File: src/rtl/instruction_fetch.sv
// Fetch stage: issues word reads to a 1-cycle-latency instruction memory and delivers
// {inst, pc, valid} to decode through a 1-entry skid buffer. Optional macro: IF_BUBBLE_COUNTER_EN.
module instruction_fetch #(
  parameter logic [31:0] RESET_VECTOR = 32'h0000_0000,
  parameter int          IM_ADDR_W    = 10
) (
  input  logic                 clk,
  input  logic                 reset,
  output logic [IM_ADDR_W-1:0] im_addr,
  output logic                 im_re,
  input  logic [31:0]          im_rdata,
  input  logic                 stall_id,
  input  logic                 redirect,
  input  logic [31:0]          redirect_pc,
  output logic                 if_valid,
  output logic [31:0]          if_inst,
  output logic [31:0]          if_pc,
`ifdef IF_BUBBLE_COUNTER_EN
  output logic [31:0]          bubble_count,
`endif
  output logic                 exception_inst_misaligned
);

  // state | meaning
  // RUN   | fetching sequentially from pc_fetch
  // HALT  | misaligned redirect delivered; no fetches until the next redirect
  localparam logic [0:0] RUN  = 1'b0;
  localparam logic [0:0] HALT = 1'b1;
  localparam logic [31:0] NOP = 32'h0000_0013;

  logic [0:0]  state_q, state_d;
  logic [31:0] pc_q, pc_d;
  logic        f_valid_q, f_valid_d;
  logic [31:0] f_pc_q, f_pc_d;
  logic        sk_valid_q, sk_valid_d;
  logic [31:0] sk_inst_q, sk_inst_d;
  logic [31:0] sk_pc_q, sk_pc_d;
  logic        out_valid_q, out_valid_d;
  logic [31:0] out_inst_q, out_inst_d;
  logic [31:0] out_pc_q, out_pc_d;
  logic        out_exc_q, out_exc_d;
  logic        issue;

  assign issue   = (state_q == RUN) && !stall_id && !redirect;
  assign im_re   = issue && !reset;
  assign im_addr = pc_q[IM_ADDR_W+1:2];

  assign if_valid                  = out_valid_q;
  assign if_inst                   = out_inst_q;
  assign if_pc                     = out_pc_q;
  assign exception_inst_misaligned = out_exc_q;

  always_comb begin
    state_d     = state_q;
    pc_d        = pc_q;
    f_valid_d   = f_valid_q;
    f_pc_d      = f_pc_q;
    sk_valid_d  = sk_valid_q;
    sk_inst_d   = sk_inst_q;
    sk_pc_d     = sk_pc_q;
    out_valid_d = out_valid_q;
    out_inst_d  = out_inst_q;
    out_pc_d    = out_pc_q;
    out_exc_d   = out_exc_q;

    if (redirect) begin
      pc_d       = redirect_pc;
      state_d    = RUN;
      f_valid_d  = 1'b0;
      sk_valid_d = 1'b0;
      if (redirect_pc[1:0] != 2'b00) begin
        // Deliver a single poisoned entry carrying the bad target, then park.
        out_valid_d = 1'b1;
        out_inst_d  = NOP;
        out_pc_d    = redirect_pc;
        out_exc_d   = 1'b1;
        state_d     = HALT;
      end else begin
        out_valid_d = 1'b0;
        out_exc_d   = 1'b0;
      end
    end else begin
      f_valid_d = issue;
      if (issue) begin
        f_pc_d = pc_q;
        pc_d   = pc_q + 32'd4;
      end

      if (!stall_id) begin
        out_exc_d = 1'b0;
        if (sk_valid_q) begin
          out_valid_d = 1'b1;
          out_inst_d  = sk_inst_q;
          out_pc_d    = sk_pc_q;
          sk_valid_d  = 1'b0;
        end else if (f_valid_q) begin
          out_valid_d = 1'b1;
          out_inst_d  = im_rdata;
          out_pc_d    = f_pc_q;
        end else begin
          out_valid_d = 1'b0;
        end
      end else if (f_valid_q) begin
        // Memory data cannot be re-read later, so park it while decode is stalled.
        sk_valid_d = 1'b1;
        sk_inst_d  = im_rdata;
        sk_pc_d    = f_pc_q;
      end
    end
  end

  always_ff @(posedge clk) begin
    if (reset) begin
      state_q     <= RUN;
      pc_q        <= RESET_VECTOR;
      f_valid_q   <= 1'b0;
      f_pc_q      <= 32'h0;
      sk_valid_q  <= 1'b0;
      sk_inst_q   <= 32'h0;
      sk_pc_q     <= 32'h0;
      out_valid_q <= 1'b0;
      out_inst_q  <= NOP;
      out_pc_q    <= 32'h0;
      out_exc_q   <= 1'b0;
    end else begin
      state_q     <= state_d;
      pc_q        <= pc_d;
      f_valid_q   <= f_valid_d;
      f_pc_q      <= f_pc_d;
      sk_valid_q  <= sk_valid_d;
      sk_inst_q   <= sk_inst_d;
      sk_pc_q     <= sk_pc_d;
      out_valid_q <= out_valid_d;
      out_inst_q  <= out_inst_d;
      out_pc_q    <= out_pc_d;
      out_exc_q   <= out_exc_d;
    end
  end

`ifdef IF_BUBBLE_COUNTER_EN
  logic [31:0] bubble_q, bubble_d;

  always_comb begin
    bubble_d = bubble_q;
    if (!stall_id && !out_valid_q && (bubble_q != 32'hFFFF_FFFF))
      bubble_d = bubble_q + 32'd1;
  end

  always_ff @(posedge clk) begin
    if (reset) bubble_q <= 32'h0;
    else       bubble_q <= bubble_d;
  end

  assign bubble_count = bubble_q;
`endif

endmodule
File: config.mk
export PLATFORM = sky130hd
export DESIGN_NAME = instruction_fetch
export DESIGN_NICKNAME = d
export VERILOG_FILES = /design/src/rtl/instruction_fetch.sv
export SDC_FILE = /design/constraint.sdc
export NUM_CORES = 1
export LEC_CHECK = 0
export CORE_ASPECT_RATIO = 0.75
export CORE_MARGIN = 2
export CORE_UTILIZATION = 42
export DETAILED_ROUTE_END_ITERATION = 7
export GPL_TIMING_DRIVEN = 0
export HOLD_SLACK_MARGIN = 0.06
export PLACE_DENSITY = 0.66
export SLEW_MARGIN = 5
export SYNTH_ARGS = -nofsm -noshare
export SYNTH_HDL_FRONTEND = slang
export SYNTH_SLANG_ARGS = --single-unit
export TNS_END_PERCENT = 20
File: constraint.sdc
create_clock -name clk -period 3.1 [get_ports clk]
set_input_delay 0.93 -clock clk [delete_from_list [all_inputs] [get_ports clk]]
set_output_delay 0.93 -clock clk [all_outputs]
set_load 0.03 [all_outputs]
# Word level (Yosys, flattened, before mapping)
# Index checks and enable logic that the tools add are counted.
word_totals:
  regBits: 197
  elab_cells: 50
  n_memories: 0
  out_inout_bits: 77
  rom_bits: 0
  latchBits: 0
  input_bits: 68
  mem_bits_rw: 0
op_classes:
  order_cmp: 0
  shifts: 0
  n_mul: 0
  n_bitwise: 3
  n_reduce_logical: 14
  div: 0
  muxes: 19
  addsub: 1
  n_eq_ne: 2
op_table:
  columns: ["op", "n"]
  rows:
  - ["$mux W32", 12]
  - ["$add A32 B3 Y32 const B", 1]
  - ["$mux W1", 7]
  - ["$reduce_and A3 Y1", 2]
  - ["$ne A2 B1 Y1 const B", 2]
  - ["$reduce_bool A2 Y1", 2]
  - ["$logic_and A1 B1 Y1", 3]
  - ["$logic_not A1 Y1", 3]
  - ["$not A1 Y1", 3]
  - ["$reduce_bool A3 Y1", 1]
  - ["$reduce_or A3 Y1", 1]
  - ["$reduce_and A2 Y1", 1]
  - ["$reduce_or A2 Y1", 1]

# Logic depth before layout (Yosys ltp)
# Gate-level depths: netlist (run 1).
depth:
  ltp_word: 5
  mapped_depth: 7

# Least setup slack after synthesis (run 1)
# No wires, ideal clock.
synth_timing:
  kind: "input-to-output"
  start: "input redirect"
  end: "output im_re"
  required_time_ps: 2170
  slack_ps: -54
  stages: 5
  arrival_ps: 2224
  path_buffers: 3
  path_cell_list: "clkbuf_1 or3_1 clkbuf_1 clkbuf_1 nor2_1"
synth_between:
  elab_chain_cells: 3
synth_rtl:
  columns: ["element", "line_no", "rtl"]
  rows:
  - ["start, declared", "13", "input logic redirect,"]
  - ["$logic_not A1 Y1", "44", "assign issue = (state_q == RUN) && !stall_id && !redirect;"]
  - ["$logic_and A1 B1 Y1", "44", null]
  - ["$logic_and A1 B1 Y1", "45", "assign im_re = issue && !reset;"]
  - ["end, declared", "10", "output logic im_re,"]
# Every way passes these cells.

# Final worst setup path (run 1)
layout_timing:
  start: "input redirect_pc[1]"
  end: "register out_pc_q[22], in the netlist if_pc[22]"
layout_between:
  elab_chain_cells: 3
layout_rtl:
  columns: ["element", "line_no", "rtl"]
  rows:
  - ["start, declared", "14", "input logic [31:0] redirect_pc,"]
  - ["$reduce_bool A2 Y1", "71", "if (redirect_pc[1:0] != 2'b00) begin"]
  - ["$ne A2 B1 Y1 (no source line)", null, null]
  - ["$reduce_and A3 Y1 (no source line)", null, null]
  - ["end signal, assigned", "135", "out_pc_q <= out_pc_d;"]
  - ["end, declared", "40", "logic [31:0] out_pc_q, out_pc_d;"]
# Every way passes these cells.
# A chain may end at the register's enable or synchronous reset.

==> flow_summary.json, run 1 <==
{
  "status": "finished, final reports clean",
  "final.fill_count": 1880,
  "fraction_of_the_mapped_netlist_area_in_simple_logic_gates_pct": 23.17,
  "placeable_core_area_um2": 20160,
  "wl_per_cell_um": 17.63,
  "synth_top_family_by_area": "simple AND/OR/NAND/NOR gates",
  "synth.yosys.warnings": 0,
  "drc": 0,
  "grt_pass1_vias": 7749,
  "track_usage_pct": 24.72,
  "final-setup-viol-count": 0,
  "final_util_pct": 54.38,
  "slew_headroom_pct": 25.48,
  "timing.critical_path.cells": "clkdlybuf4s50_1 -> o21ai_0 -> o31a_1 -> clkbuf_1 -> clkbuf_1 -> nand2_1 -> a21oi_1",
  "critical_path_peak_fanout": 10,
  "post_route_cells_drive_above_1_share_pct": 7.125,
  "synth-adder-area-share_pct": 0.1452,
  "grt_pass1_wl_um": 42030,
  "startpoint_type": "primary input",
  "die_h_um": 128.0,
  "use_met2_pct": 36.69,
  "postRouteWirelength_um": 26070,
  "dr.first_iter.drc_count": 631,
  "timing.final.max_slew_violations": 0,
  "synth_xor_area_share_pct": 0.9150,
  "postRouteAntennaNets": 0,
  "endpoint_kind": "register",
  "area_growth_pct": 27.25,
  "root_buffer": "sky130_fd_sc_hd__clkbuf_16",
  "cts-root-to-sink-buffers": 2,
  "min-delay-path-class": "register to register",
  "synth_area_in_compound_gates_pct": 17.30,
  "critical_path_required_ns": 3.47,
  "max_freq_ghz": 0.3353,
  "vias_per_cell": 5.452,
  "synthCells": 1049,
  "starting_utilization_of_the_core_area_pct": 42.74,
  "share_of_the_clock_period_used_by_the_worst_path_after_layout_pct": 96.21,
  "detailedRoute.firstPassIterationCount": 5,
  "cts_max_level": 4,
  "grt.overflow.total": 0,
  "cts_num_sinks": 197,
  "slowest_delay_ns": 0.53,
  "numPortBuffers": 142,
  "post-route-min-period_ns": 2.982,
  "crit_type": "primary input to register",
  "synth.avg_cell_area_um2": 8.212,
  "fin_hold_ws_ns": 0.4516,
  "met3_usage_pct": 5.032,
  "leak_pwr_uw": 0.003725,
  "gr-max-usage-layer": "met2",
  "maximum_number_of_pins_on_one_net_before_global_route_repair": 22,
  "grt_antenna_before_repair": 0,
  "mappedNetlistNets": 1118,
  "total_via_count_in_the_routed_design": 8064,
  "edff_count_synth": 0,
  "ys_seq_area_share_pct": 45.78,
  "floorplan.io_pins": 145,
  "mostFrequentLayoutCell": "sky130_fd_sc_hd__nand2_1",
  "drv_cap": 0,
  "critPathArrivalTime_ns": 3.36,
  "cell_area_after_synthesis_um2": 8615,
  "grtUsageMet1_pct": 36.60,
  "hold_violations": 0,
  "num_antenna_cells": 0,
  "placementRows": 45,
  "dieWidth_um": 169.4,
  "synth_ff_type": "sky130_fd_sc_hd__dfxtp_1",
  "critPathMostFrequentCell": "sky130_fd_sc_hd__clkbuf_1",
  "floorplan.die_area_um2": 21680,
  "finalNetCount": 1277,
  "worst_path_max_delay_cell": "sky130_fd_sc_hd__clkbuf_1",
  "setup_repair_after_global_routing_missed_its_margin": "yes",
  "worstMarginPinSlew_ns": 1.108,
  "cts_tree": "done",
  "layout.cells.most_common_list": "sky130_fd_sc_hd__nand2_1 (251), sky130_fd_sc_hd__dfxtp_1 (197), sky130_fd_sc_hd__a21oi_1 (164)",
  "cts_inserted_buffers": 17,
  "synth.distinct_cells": 49,
  "clkLatencyLatePin_ns": 0.44,
  "clkTransAtPathRegs_ns": 0.08,
  "gpl.final_weighted_congestion": 0.8422,
  "synth.area.mux_share_pct": 7.625,
  "synth_register_bits": 197,
  "irDropWorstVdd_uv": 297.1,
  "register_to_register_setup_slack_ns": 0.27,
  "post_cts_hold_buffers": 0,
  "detailedPlacementHpwl_um": 18880,
  "power.density_nw_per_um2": 510.5,
  "share_of_synthesized_registers_carrying_an_async_set_or_reset_pct": 0,
  "final.setup_skew_ns": 0.01225
}
power breakdown:
group	switching (uW)	internal (uW)	leakage, uW	total [uW]
clock network	1160	1100	0.000294	2260
registers	73.6	2610	0.00160	2680
logic	385	277	0.00183	662
total	1620	3980	0.00373	5600
sequential cells by signal (all words and copies together), names as in the netlist, 32 cells and up:
name       cells
if_inst       32
f_pc_q        32
sk_inst_q     32
if_pc         32
pc_q          32
sk_pc_q       32
final cells by class:
class | count | area, um^2 | share of cell area (%)
tap | 258 | 322.8 | 2.945
clock inverter | 15 | 176.4 | 1.609
buffer | 95 | 407.9 | 3.721
multi-input combinational | 748 | 4242 | 38.69
sequential | 197 | 3944 | 35.98
clock buffer | 17 | 425.4 | 3.881
inverter | 6 | 22.52 | 0.2055
timing repair buffer | 143 | 1421 | 12.97
Yosys cell counts (9+ instances only):
cell type / number / area [um^2]
sky130_fd_sc_hd__buf_4: 11 / 82.58
sky130_fd_sc_hd__nor4_1: 39 / 244.0
sky130_fd_sc_hd__nand4_1: 10 / 62.56
sky130_fd_sc_hd__o211a_1: 11 / 110.1
sky130_fd_sc_hd__dfxtp_1: 197 / 3944
sky130_fd_sc_hd__nor3_1: 9 / 45.04
sky130_fd_sc_hd__nand2_1: 251 / 942.2
sky130_fd_sc_hd__nor2_1: 42 / 157.7
sky130_fd_sc_hd__nor2b_1: 10 / 62.56
sky130_fd_sc_hd__clkbuf_1: 83 / 311.6
sky130_fd_sc_hd__nand2b_1: 31 / 193.9
sky130_fd_sc_hd__o211ai_1: 27 / 202.7
sky130_fd_sc_hd__o21ai_0: 10 / 50.05
sky130_fd_sc_hd__a21oi_1: 164 / 820.8
sky130_fd_sc_hd__mux2i_1: 33 / 330.3
sky130_fd_sc_hd__mux2_2: 29 / 326.6
layer usage:
layer | vias up | part of all wire (%)
met3 | 20 | 6.3
met2 | 235 | 43
li1 | 3982 | -
met4 | 0 | 1.4
met1 | 3827 | 49
met5 | - | 0
worst paths after layout:
| kind | end | cells after the start | start |
|---|---|---|---|
| setup / recovery | if_pc[22] | 7 | redirect_pc[1] |
| hold / removal | if_pc[17] | 2 | if_pc[17] |
| setup reg to reg | if_pc[3] | 6 | sk_valid_q |
| hold reg to reg | if_pc[17] | 2 | if_pc[17] |
kinds of logic after synthesis:
kind of cell / after synthesis
xor gates and xnor gates: 9
adders and majority gates: 1
muxes: 62
buffers and inverters: 104
AOI/OAI and AO/OA: 247
DFF: 197
and+or+nand+nor: 429
timing repair:
| action | in CTS | in global routing |
|---|---|---|
| resized for setup | 13 | 2 |
| hold endpoints to repair | 0 | 0 |
| pin swaps | 1 | 1 |
| setup buffers | 0 | 1 |
| endpoints found under the setup margin | 17 | 3 |
through the flow:
step / cell area, um^2 / std cells / worst slack, ns / TNS (ns) / total power [uW]
floorplan: 8617 / 1049 / 0.07306 / 0 / 3091
global placement: 10360 / 1449 / -1.253 / -24.73 / 3386
detailed placement: 10360 / 1449 / -1.257 / -26.18 / 3392
CTS: 10960 / 1478 / 0.02058 / 0 / 5621
global route: 10960 / 1479 / -0.03604 / -0.04756 / 5813
finish: 10960 / 1479 / 0.1176 / 0 / 5596
worst max-delay path: cells and delay by family:
kind,cells,cell delay (ns)
AOI/OAI and AO/OA,3,0.82
buffers and inverters,3,1.49
and+or+nand+nor,1,0.11
No activity file was read; power rests on OpenSTA's default activity.
==> inputs of run 2 (changes only) <==
Settings changed: PLACE_DENSITY 0.66 to 0.73.
==> flow_summary.json, run 2 (synthesis gave the netlist of run 1 again) <==
{
  "status": "finished, final reports clean",
  "final-setup-viol-count": 0,
  "final.fill_count": 1879,
  "detailedPlacementHpwl_um": 19000,
  "power.density_nw_per_um2": 519.1,
  "irDropWorstVdd_uv": 382.9,
  "internal_power_summed_over_all_cells_uw": 4208,
  "critical_path_peak_fanout": 10,
  "share_of_the_clock_period_used_by_the_worst_path_after_layout_pct": 97.48,
  "fin_tns_setup_ns": 0,
  "seq_power_share_pct": 46.7,
  "critPathArrivalTime_ns": 2.09,
  "numPortBuffers": 142,
  "clkTransAtPathRegs_ns": 0.07,
  "switchingPower_uw": 1528,
  "placeable_core_area_um2": 20160,
  "dr.first_iter.drc_count": 693,
  "crit_type": "primary input to output port",
  "min-delay-path-class": "register to register",
  "timing.critical_path.cells": "dlygate4sd2_1 -> clkbuf_8 -> or3_4 -> clkbuf_16 -> nor2_4 -> buf_6",
  "wl_per_cell_um": 17.79,
  "worst_path_max_delay_cell": "sky130_fd_sc_hd__or3_4",
  "setup_repair_after_global_routing_missed_its_margin": "yes",
  "grt.overflow.total": 0,
  "starting_utilization_of_the_core_area_pct": 42.74,
  "endpoint_kind": "output port",
  "grt_antenna_before_repair": 0,
  "drc": 0,
  "cts_inserted_buffers": 17,
  "power_share_of_the_clock_group_pct": 41.6,
  "grt_pass1_vias": 7899,
  "area_growth_pct": 28.29,
  "numPlacedInstances": 1449,
  "max_freq_ghz": 0.3309,
  "hold_violations": 0,
  "gpl.final_weighted_congestion": 0.8820,
  "postRouteWirelength_um": 26370,
  "post_route_cells_drive_above_1_share_pct": 7.516,
  "root_buffer": "sky130_fd_sc_hd__clkbuf_16",
  "postRouteAntennaNets": 0,
  "num_antenna_cells": 0,
  "post_cts_hold_buffers": 0,
  "floorplan.die_area_um2": 21680,
  "timing.final.max_slew_violations": 0,
  "dieWidth_um": 169.4,
  "placementRows": 45,
  "cts_tree": "done",
  "power.switching_fraction_pct": 26.64,
  "leak_pwr_uw": 0.003774,
  "post-route-min-period_ns": 3.022,
  "mostFrequentLayoutCell": "sky130_fd_sc_hd__nand2_1",
  "finalNetCount": 1280,
  "clkLatencyLatePin_ns": 0.44,
  "track_usage_pct": 24.70,
  "hold_depth": 2,
  "cts_max_level": 4,
  "grt_pass1_wl_um": 42100,
  "maximum_number_of_pins_on_one_net_before_global_route_repair": 20,
  "cts-root-to-sink-buffers": 2,
  "power_frac_comb_pct": 11.7,
  "detailedRoute.firstPassIterationCount": 5,
  "total_via_count_in_the_routed_design": 8183,
  "vias_per_cell": 5.522,
  "slowest_delay_ns": 0.35,
  "cts_num_sinks": 197,
  "critical_path_required_ns": 2.17,
  "die_h_um": 128.0,
  "worstMarginPinSlew_ns": 1.184,
  "final_cell_count_no_fill": 1482,
  "layout.cells.most_common_list": "sky130_fd_sc_hd__nand2_1 (251), sky130_fd_sc_hd__dfxtp_1 (197), sky130_fd_sc_hd__a21oi_1 (164)",
  "startpoint_type": "primary input",
  "floorplan.io_pins": 145,
  "slew_headroom_pct": 20.41,
  "drv_cap": 0,
  "worst_r2r_path_depth": 6,
  "final.setup_skew_ns": 0.009330
}
[run 2: changes by cell type in the layout (fill, tap and decap cells not counted), moves of 2 or more]
cell and change:
sky130_fd_sc_hd__clkinv_4 +5, sky130_fd_sc_hd__clkinv_8 -5, sky130_fd_sc_hd__inv_6 -4, sky130_fd_sc_hd__bufinv_16 +3, sky130_fd_sc_hd__clkbuf_1 -3, sky130_fd_sc_hd__clkbuf_2 +3
sky130_fd_sc_hd__clkbuf_8 +2
[run 2: worst paths after layout]
| check | startpoint | end | slack [ns] |
|---|---|---|---|
| setup / recovery | redirect | im_re | 0.08 |
| hold / removal | if_pc[19] | if_pc[19] | 0.45 |
| setup reg to reg | sk_valid_q | if_pc[26] | 0.26 |
| hold reg to reg | if_pc[19] | if_pc[19] | 0.45 |
[run 2: routing by layer]
metal  vias up  GRT usage (%)  routed length (um)  share of wire [%]
li1       3976              -                   -                  -
met1      3903          35.65               12850                 49
met2       277          37.60               11430                 43
met3        27          5.156                1765                6.7
met4         0          6.435                 327                1.2
met5         -              0                   0                  0
[run 2: power by group through the flow]
stage | registers, uW | clock network, uW | logic [uW]
3_3_place_gp | 2730 | 0 | 648
4_1_cts | 2680 | 2400 | 669
5_1_grt | 2690 | 2500 | 724
2_1_floorplan | 2770 | 0 | 316
3_5_place_dp | 2740 | 0 | 656
6_report | 2680 | 2390 | 672
[run 2: final cells by class]
type                       count  area, um^2  share of cell area (%)
tap                          258       322.8                   2.921
multi-input combinational    748        4247                   38.42
timing repair buffer         145        1444                   13.06
clock inverter                14       190.2                   1.721
clock buffer                  18       439.2                   3.974
inverter                       6       22.52                  0.2038
sequential                   197        3944                   35.68
buffer                        96       442.9                   4.008
[run 2: repair_timing]
action	CTS	global route
setup buffers	3	0
hold endpoints to repair	0	0
endpoints found under the setup margin	24	39
pin swaps	1	0
gates resized for setup	18	6
[run 2: through the flow]
stage	utilization [%]	total power [uW]	setup WS, ns	hold slack (ns)	area (um^2)
floorplan	-	3091	0.07306	0.4323	8617
global placement	51.40	3381	-1.247	0.4378	10360
detailed placement	51.40	3392	-1.286	0.4433	10360
CTS	54.81	5746	0.07585	0.4551	11050
global route	54.83	5915	-0.08806	0.4674	11050
finish	54.83	5737	0.07800	0.4495	11050
[run 2: critical path, delay by kind of cell]
family	cells	cell delay (ns)
and+or+nand+nor	2	0.44
buffers and inverters	4	0.71
==> inputs of run 3 (changes only) <==
Settings changed: CORE_MARGIN 2 to 3.
==> flow_summary.json, run 3 (synthesis gave the netlist of run 1 again) <==
{
  "status": "finished, final reports clean",
  "leak_pwr_uw": 0.003763,
  "worst_path_max_delay_cell": "sky130_fd_sc_hd__o31ai_1",
  "critical_path_buf_inv_count": 3,
  "max_freq_ghz": 0.3281,
  "final-setup-viol-count": 0,
  "grt.overflow.total": 0,
  "layout.cells.most_common_list": "sky130_fd_sc_hd__nand2_1 (251), sky130_fd_sc_hd__dfxtp_1 (197), sky130_fd_sc_hd__a21oi_1 (164)",
  "critical_path_peak_fanout": 10,
  "hold_violations": 0,
  "placeable_core_area_um2": 19760,
  "mostFrequentLayoutCell": "sky130_fd_sc_hd__nand2_1",
  "floorplan.io_pins": 145,
  "num_antenna_cells": 0,
  "vias_per_cell": 5.596,
  "finalNetCount": 1281,
  "wl_per_cell_um": 18.12,
  "timing.final.max_slew_violations": 0,
  "critical_path_required_ns": 3.47,
  "root_buffer": "sky130_fd_sc_hd__clkbuf_16",
  "worst_r2r_path_depth": 6,
  "share_of_the_clock_period_used_by_the_worst_path_after_layout_pct": 98.32,
  "placement.setup.worst_slack_ns": -1.364,
  "hold_depth": 2,
  "starting_utilization_of_the_core_area_pct": 43.59,
  "die_h_um": 130.0,
  "dr.first_iter.drc_count": 780,
  "met3_usage_pct": 5.421,
  "power.total_uw": 5713,
  "grt_antenna_before_repair": 0,
  "register_to_register_setup_slack_ns": 0.23,
  "final.fill_count": 1786,
  "critPathArrivalTime_ns": 3.42,
  "detailedPlacementHpwl_um": 19110,
  "dieWidth_um": 171.4,
  "slowest_delay_ns": 1.09,
  "startpoint_type": "primary input",
  "timing.critical_path.cells": "dlygate4sd2_1 -> clkbuf_8 -> o31ai_1 -> clkbuf_1 -> o211ai_1 -> a21oi_1",
  "power.density_nw_per_um2": 517.9,
  "post_cts_hold_buffers": 0,
  "crit-reg2reg-launch": "sk_valid_q",
  "clkLatencyLatePin_ns": 0.44,
  "irDropWorstVdd_uv": 320.5,
  "post_route_cells_drive_above_1_share_pct": 7.353,
  "numPortBuffers": 142,
  "worstHoldStart": "if_pc[18]",
  "total_via_count_in_the_routed_design": 8265,
  "postRouteAntennaNets": 0,
  "timing.critical_path.max_delay_family": "compound AO/OA/AOI/OAI gates",
  "cts_max_level": 4,
  "whs_endpoint": "if_pc[18]",
  "final.setup_skew_ns": 0.007899,
  "detailedRoute.firstPassIterationCount": 5,
  "postLayoutSetupSlackWorst_ns": 0.05209,
  "floorplan.die_area_um2": 22280,
  "clkTransAtPathRegs_ns": 0.07,
  "use_met2_pct": 36.68,
  "gpl.final_weighted_congestion": 0.9128,
  "cts-root-to-sink-buffers": 2,
  "setup_repair_after_global_routing_missed_its_margin": "no",
  "maximum_number_of_pins_on_one_net_before_global_route_repair": 19,
  "drv_cap": 0,
  "gr-max-usage-layer": "met2",
  "worst_r2r_endpoint": "if_pc[21]",
  "fin_hold_ws_ns": 0.4537,
  "area_growth_pct": 28.05,
  "slew_headroom_pct": 9.811,
  "drc": 0,
  "cts_num_sinks": 197,
  "crit_type": "primary input to register",
  "cts_tree": "done",
  "min-delay-path-class": "register to register",
  "grt_pass1_wl_um": 42280,
  "postRouteWirelength_um": 26770,
  "worstMarginPinSlew_ns": 1.341,
  "cts_inserted_buffers": 17,
  "endpoint_kind": "register",
  "post-route-min-period_ns": 3.048,
  "track_usage_pct": 24.19,
  "placementRows": 44,
  "grt_pass1_vias": 7814,
  "grtUsageMet1_pct": 34.57
}
-- run 3: changes by cell type in the layout (fill, tap and decap cells not counted) --
cell,before,now
sky130_fd_sc_hd__clkinv_4,5,2
sky130_fd_sc_hd__clkbuf_1,75,77
sky130_fd_sc_hd__clkbuf_2,4,3
sky130_fd_sc_hd__clkbuf_8,2,1
sky130_fd_sc_hd__clkinvlp_4,1,2
sky130_fd_sc_hd__inv_6,3,4
sky130_fd_sc_hd__inv_8,2,3
sky130_fd_sc_hd__nor2_2,0,1
sky130_fd_sc_hd__nor2_4,1,0
-- run 3: timing repair --
| action | in CTS | in global routing |
|---|---|---|
| endpoints found under the setup margin | 45 | 25 |
| setup buffers | 3 | 0 |
| resized for setup | 18 | 2 |
| pin swaps | 1 | 0 |
-- run 3: power breakdown --
group | internal [uW] | switching (uW)
Combinational | 284 | 393
Sequential | 2610 | 72.9
Clock | 1290 | 1060
Total | 4180 | 1530
-- run 3: tightest hold or removal path: cells and delay by family (launching register included) --
| family | cells | cell delay [ns] |
|---|---|---|
| simple gates | 1 | 0.05 |
| flops | 1 | 0.31 |
| compound gates | 1 | 0.05 |
-- run 3: layout make-up --
cell class	count	area, um^2	share of cell area [%]
well taps	253	316.6	2.870
inverters	6	22.52	0.2042
multi-input cells	748	4242	38.45
clock buffers	17	425.4	3.857
plain buffers	97	445.4	4.038
clock inverters	14	191.4	1.735
repair buffers	145	1444	13.09
flip-flops and latches	197	3944	35.75
-- run 3: worst max-delay path by stage --
stage                               from        end  slack (ns)  cells past startpoint
final                           redirect  if_pc[21]        0.05                      6
after CTS                 redirect_pc[1]   if_pc[2]        0.07                      7
after global placement          redirect      im_re       -1.35                      7
after floorplan                 redirect      im_re        0.07                      5
after global routing            redirect   if_pc[8]       0.002                      6
after detailed placement        redirect      im_re       -1.36                      7
-- run 3: through the flow --
step | instance area, um^2 | std cells | TNS, ns | util [%]
3_5_place_dp | 10350 | 1444 | -44.83 | 52.39
6_report | 11030 | 1477 | 0 | 55.81
4_1_cts | 11030 | 1477 | 0 | 55.81
2_1_floorplan | 8617 | 1049 | 0 | -
3_3_place_gp | 10350 | 1444 | -42.24 | 52.39
5_1_grt | 11030 | 1477 | 0 | 55.81
-- run 3: per-layer routing --
metal | share of wire (%) | vias to the layer above
met5 | 0 | -
met2 | 43 | 345
met3 | 8.1 | 41
met1 | 46 | 3877
met4 | 2.0 | 0
li1 | - | 4002
